==> src/rtl/alu_cmd_sequencer.sv <==
// ============================================================================
//  Module      : alu_cmd_sequencer
//  Description : Command FIFO in front of a combinational ALU with a
//                registered result slot. Both sides use valid/ready.
//                Optional macro ALU_FWD_EN: per-entry forwarding of the
//                previous result into operand A.
//  Revision    : 1.0 - initial release
// ============================================================================
`default_nettype none

module alu_cmd_sequencer #(
    parameter int WIDTH  = 16,
    parameter int MODE_W = 4,
    parameter int DEPTH  = 4
) (
    input  logic              clk,
    input  logic              rst,
    input  logic              cmd_valid,
    output logic              cmd_ready,
    input  logic [WIDTH-1:0]  cmd_a,
    input  logic [WIDTH-1:0]  cmd_b,
    input  logic              cmd_cin,
    input  logic [MODE_W-1:0] cmd_mode,
    input  logic              cmd_fwd,
    output logic [WIDTH-1:0]  alu_a,
    output logic [WIDTH-1:0]  alu_b,
    output logic              alu_cin,
    output logic [MODE_W-1:0] alu_mode,
    input  logic [WIDTH-1:0]  alu_y,
    input  logic              alu_cout,
    input  logic              alu_overflow,
    output logic              res_valid,
    input  logic              res_ready,
    output logic [WIDTH-1:0]  res_y,
    output logic              res_cout,
    output logic              res_overflow,
    output logic              busy
);

    localparam int PW = $clog2(DEPTH);
    localparam int CW = PW + 1;
    localparam logic [CW-1:0] c_full = CW'(DEPTH);

    // EXEC: head present, slot free. STALL: head present, slot occupied
    // (a pop still happens in STALL when the consumer takes the slot).
    typedef enum logic [1:0] {
        S_IDLE  = 2'd0,
        S_EXEC  = 2'd1,
        S_STALL = 2'd2
    } state_t;

    state_t            r_state;
    state_t            w_state_nxt;
    logic              w_pop;
    logic              w_push;
    logic              w_empty;
    logic              w_res_valid_nxt;
    logic [CW-1:0]     w_count_nxt;

    logic [PW-1:0]     r_wr_ptr;
    logic [PW-1:0]     r_rd_ptr;
    logic [CW-1:0]     r_count;
    logic              r_res_valid;
    logic [WIDTH-1:0]  r_res_y;
    logic              r_res_cout;
    logic              r_res_overflow;

    logic [WIDTH-1:0]  r_mem_a    [DEPTH];
    logic [WIDTH-1:0]  r_mem_b    [DEPTH];
    logic              r_mem_cin  [DEPTH];
    logic [MODE_W-1:0] r_mem_mode [DEPTH];

`ifdef ALU_FWD_EN
    logic              r_mem_fwd  [DEPTH];
    logic [WIDTH-1:0]  r_last_y;
`else
    logic              w_unused_fwd;
    assign w_unused_fwd = cmd_fwd;
`endif

    // Ready depends on registered occupancy only, never on res_ready.
    assign cmd_ready    = (r_count != c_full);
    assign w_push       = cmd_valid & cmd_ready;
    assign w_empty      = (r_count == '0);
    assign res_valid    = r_res_valid;
    assign res_y        = r_res_y;
    assign res_cout     = r_res_cout;
    assign res_overflow = r_res_overflow;
    assign busy         = ~w_empty | r_res_valid;

    // Next-state and pop decision; state tracks next count / slot occupancy.
    always_comb begin
        w_state_nxt     = S_IDLE;
        w_pop           = 1'b0;
        w_count_nxt     = r_count;
        w_res_valid_nxt = r_res_valid & ~res_ready;
        case (r_state)
            S_EXEC:  w_pop = 1'b1;
            S_STALL: w_pop = res_ready;
            default: w_pop = 1'b0;
        endcase
        if (w_pop) begin
            w_res_valid_nxt = 1'b1;
        end
        case ({w_push, w_pop})
            2'b10:   w_count_nxt = r_count + 1'b1;
            2'b01:   w_count_nxt = r_count - 1'b1;
            default: w_count_nxt = r_count;
        endcase
        if (w_count_nxt == '0) begin
            w_state_nxt = S_IDLE;
        end else if (w_res_valid_nxt) begin
            w_state_nxt = S_STALL;
        end else begin
            w_state_nxt = S_EXEC;
        end
    end

    // State register.
    always_ff @(posedge clk or posedge rst) begin
        if (rst) begin
            r_state <= S_IDLE;
        end else begin
            r_state <= w_state_nxt;
        end
    end

    // Head of FIFO drives the ALU; zeros when nothing is queued.
    always_comb begin
        alu_a    = '0;
        alu_b    = '0;
        alu_cin  = 1'b0;
        alu_mode = '0;
        if (!w_empty) begin
            alu_a    = r_mem_a[r_rd_ptr];
            alu_b    = r_mem_b[r_rd_ptr];
            alu_cin  = r_mem_cin[r_rd_ptr];
            alu_mode = r_mem_mode[r_rd_ptr];
`ifdef ALU_FWD_EN
            if (r_mem_fwd[r_rd_ptr]) begin
                alu_a = r_last_y;
            end
`endif
        end
    end

    // FIFO storage; contents are don't-care until written.
    always_ff @(posedge clk) begin
        if (w_push) begin
            r_mem_a[r_wr_ptr]    <= cmd_a;
            r_mem_b[r_wr_ptr]    <= cmd_b;
            r_mem_cin[r_wr_ptr]  <= cmd_cin;
            r_mem_mode[r_wr_ptr] <= cmd_mode;
`ifdef ALU_FWD_EN
            r_mem_fwd[r_wr_ptr]  <= cmd_fwd;
`endif
        end
    end

    // Pointers and occupancy count.
    always_ff @(posedge clk or posedge rst) begin
        if (rst) begin
            r_wr_ptr <= '0;
            r_rd_ptr <= '0;
            r_count  <= '0;
        end else begin
            if (w_push) begin
                r_wr_ptr <= r_wr_ptr + 1'b1;
            end
            if (w_pop) begin
                r_rd_ptr <= r_rd_ptr + 1'b1;
            end
            r_count <= w_count_nxt;
        end
    end

    // Result slot: capture on pop, otherwise hold until consumed.
    always_ff @(posedge clk or posedge rst) begin
        if (rst) begin
            r_res_valid    <= 1'b0;
            r_res_y        <= '0;
            r_res_cout     <= 1'b0;
            r_res_overflow <= 1'b0;
        end else begin
            r_res_valid <= w_res_valid_nxt;
            if (w_pop) begin
                r_res_y        <= alu_y;
                r_res_cout     <= alu_cout;
                r_res_overflow <= alu_overflow;
            end
        end
    end

`ifdef ALU_FWD_EN
    // Most recent ALU result, used as operand A by forwarding entries.
    always_ff @(posedge clk or posedge rst) begin
        if (rst) begin
            r_last_y <= '0;
        end else if (w_pop) begin
            r_last_y <= alu_y;
        end
    end
`endif

endmodule

`default_nettype wire
==> config.mk <==
export PLATFORM = sky130hd
export DESIGN_NAME = alu_cmd_sequencer
export DESIGN_NICKNAME = d
export VERILOG_FILES = /design/src/rtl/alu_cmd_sequencer.sv
export SDC_FILE = /design/constraint.sdc
export NUM_CORES = 1
export LEC_CHECK = 0
export BUFFER_PORTS_ARGS = -buffer_cell sky130_fd_sc_hd__buf_4
export CAP_MARGIN = 20
export CORE_MARGIN = 8
export CORE_UTILIZATION = 30
export CTS_CLUSTER_DIAMETER = 80
export DETAILED_ROUTE_END_ITERATION = 10
export MAX_ROUTING_LAYER = met4
export PLACE_DENSITY = 0.47
export REMOVE_ABC_BUFFERS = 1
export SETUP_SLACK_MARGIN = 0.1
export SYNTH_ARGS = -nofsm -noshare
export SYNTH_HDL_FRONTEND = slang
export SYNTH_SLANG_ARGS = --single-unit
==> constraint.sdc <==
create_clock -name clk -period 2.72 [get_ports clk]
set_input_delay 0.408 -clock clk [delete_from_list [all_inputs] [get_ports clk]]
set_output_delay 0.408 -clock clk [all_outputs]
set_load 0.01 [all_outputs]
==> out/summary.txt <==
status -> completed
hold_buf cts -> 0
antenna viol nets, final -> 0
Die Y -> 167.0 µm
vias per cell -> 4.507
layout cells sized above 1 -> 47.36%
max-slew violations -> 0
1st-pass router iterations -> 6
commonest cells after routing, fill and taps aside -> edfxtp_1, buf_4, mux4_2, nor2b_1, dfrtp_1
VDD IR max -> 0.4972 mV
CP dominant cell by count -> inv_1
post-synthesis average cell area -> 20.91 µm²
Synth top area share -> 65.01%
Max Buffers Root-to-Sink -> 2
crit share post-route -> 91.95%
largest area contributor in the netlist -> edfxtp_1
final setup margin -> 0.2189 ns
max_cap viols -> 0
setup bufs post-CTS -> 0
Non-Filler Instances -> 758
synthesized cell area -> 0.006837 mm²
most common cell after layout, fill and taps aside -> edfxtp_1
critical path launch point type -> register
Max Clock Skew -> 0.008865 ns
vias in the first global route -> 3879
synth top area cells -> edfxtp_1, mux4_2, dfrtp_1, nor2b_1, mux2_2
Die ar. -> 0.02788 mm²
Hold WS -> 0.02597 ns
GRT overflow -> 0
global-route wire length before repair -> 22250 µm
ys async rst share -> 15.91%
Post-synth EDFFs -> 148
CP max FO -> 6
placed insts -> 728
Setup CP Type -> reg2reg
worst slew pin tran -> 0.5312 ns
post-layout util -> 38.93%
TritonCTS Sinks -> 176
routed vias -> 3416
gpl congestion -> 0.7027
Critical Path AT -> 2.84 ns
Hold Path Class -> in2async
Inserted Clock Buffers -> 17
crit path buf inv count -> 2
RSZ-0062 raised after global routing -> true
final setup violation count -> 0
DP HPWL -> 9093 µm
Yosys cell types -> 30
min Tclk post-route -> 2.501 ns
num ports -> 118
dpl ws -> 0.1522 ns
remaining routing DRC violations -> 0
Core ar. -> 0.02250 mm²
clk_lat worst skew -> 0.42 ns
GRT Overall Usage -> 11.02%
fmax -> 399.8 MHz
Post-Syn Instances -> 327
H-tree depth -> 4
Iteration-0 DRC Markers -> 191
CP delay by family, top -> simple AND/OR/NAND/NOR gates
# diodes -> 0
Slowest-stage cell, CP -> or3b_4
top_reg_cell synth -> edfxtp_1
clock slew at reported path FFs -> 0.06 ns
root buf cell -> clkbuf_16
I/O Buffers -> 116
Fin. Hold Viols -> 0
initial antenna violation count -> 0
CP Cell Sequence -> or3b_4 -> and2_4 -> inv_1 -> ha_2 -> inv_1 -> fa_1 -> xor2_1 -> or3_4 -> a32oi_1
delay of the slowest critical-path stage -> 0.44 ns
Pwr per Cell Area -> 1168 mW/mm²
critical path required time -> 3.06 ns
final wirelength -> 14290 µm
setup TNS -> 0 ns
NumNets Final -> 530
register area share after synthesis -> 75.26%
largest net degree at the start of global routing -> 38
area added between synthesis and finish -> 28.15%
DIE WIDTH -> 167.0 µm
Yosys warnings -> 0
crit path capture type -> register
clock tree from TritonCTS -> built
Seq cells post-synth -> 176
Starting Density -> 30.38%
LEAKAGE -> 0.003195 µW
post-DR wirelength/cell -> 18.85 µm
# rows -> 55
reg2reg setup slack -> 0.22 ns
Post-CTS Resized -> 0
slew margin rel. -> 64.59%
## area by class of cell
type,instances,area (µm²)
fill,2079,13740
sequential,176,5150
multi-input combinational,128,1605
timing repair buffer,129,1035
clock buffer,20,436.7
tap,285,356.6
clock inverter,10,140.1
inverter,10,37.54
## worst paths after layout
kind / depth (start not counted) / from / end
setup reg to reg: 9 / r_count[1]$_DFF_PP0_ / r_state[1]$_DFF_PP0_
max in group asynchronous: 3 / rst / r_rd_ptr[0]$_DFFE_PP0P_
setup / recovery: 9 / r_count[1]$_DFF_PP0_ / r_state[1]$_DFF_PP0_
min in group clk: 1 / cmd_a[11] / r_mem_a[1][11]$_DFFE_PP_
hold / removal: 2 / rst / res_y[4]$_DFFE_PP0P_
hold reg to reg: 1 / res_y[9]$_DFFE_PP0P_ / res_y[9]$_DFFE_PP0P_
## through the flow
stage	area, µm²	power [µW]
floorplan	6753	6142
global placement	8155	7896
detailed placement	8155	7971
CTS	8732	10390
global route	8761	10860
finish	8761	10230
## synthesized netlist by cell type, drive strengths merged (2+ instances only)
library cell and instances:
edfxtp 148, mux4 37, nor2b 37, dfrtp 28
mux2 19, inv 10, buf 9, ha 7
and3 4, clkbuf 4, nand2b 4, xnor2 3
a21oi 2, and2 2, o21ai 2, xor2 2
## cell families after synthesis
family                   after synthesis  share of synthesized area (%)
AO/OA/AOI/OAI                          6                         0.5125
XOR/XNOR                               5                         0.6407
adder cells (fa/ha/maj)                8                          1.574
buffers and inverters                 23                          1.775
flip-flops                           176                          75.26
multiplexers                          56                          15.32
AND/OR/NAND/NOR                       53                          4.923
## power breakdown
group | leakage (µW) | switching [µW] | internal (µW)
clock | 0.000274 | 950 | 1430
sequential | 0.00168 | 215 | 3650
combinational | 0.00124 | 1900 | 2080
total | 0.00319 | 3060 | 7170
## flip-flops by register name, indices dropped and copies added (netlist names)
name          flops
r_mem_a          64
r_mem_b          64
r_mem_mode       16
res_y            16
r_mem_cin         4
r_count           3
r_rd_ptr          2
r_state           2
r_wr_ptr          2
res_cout          1
res_overflow      1
res_valid         1
## worst register-to-register path, cell delays in order, from the launching register on
cell and delay (ns):
dfrtp_1 0.41, or3b_4 0.44, and2_4 0.19, inv_1 0.05, ha_2 0.17, inv_1 0.05, fa_1 0.38, xor2_1 0.17
or3_4 0.36, a32oi_1 0.20
## metal layers
metal | track usage [%] | vias up | wire length, µm
met2 | 17.30 | 95 | 6961
met3 | 4.704 | 8 | 929
met4 | 3.173 | 0 | 109
met1 | 12.76 | 1768 | 6285
met5 | - | - | 0
li1 | - | 1545 | -
Note: power is estimated with default switching activity, not from simulation.
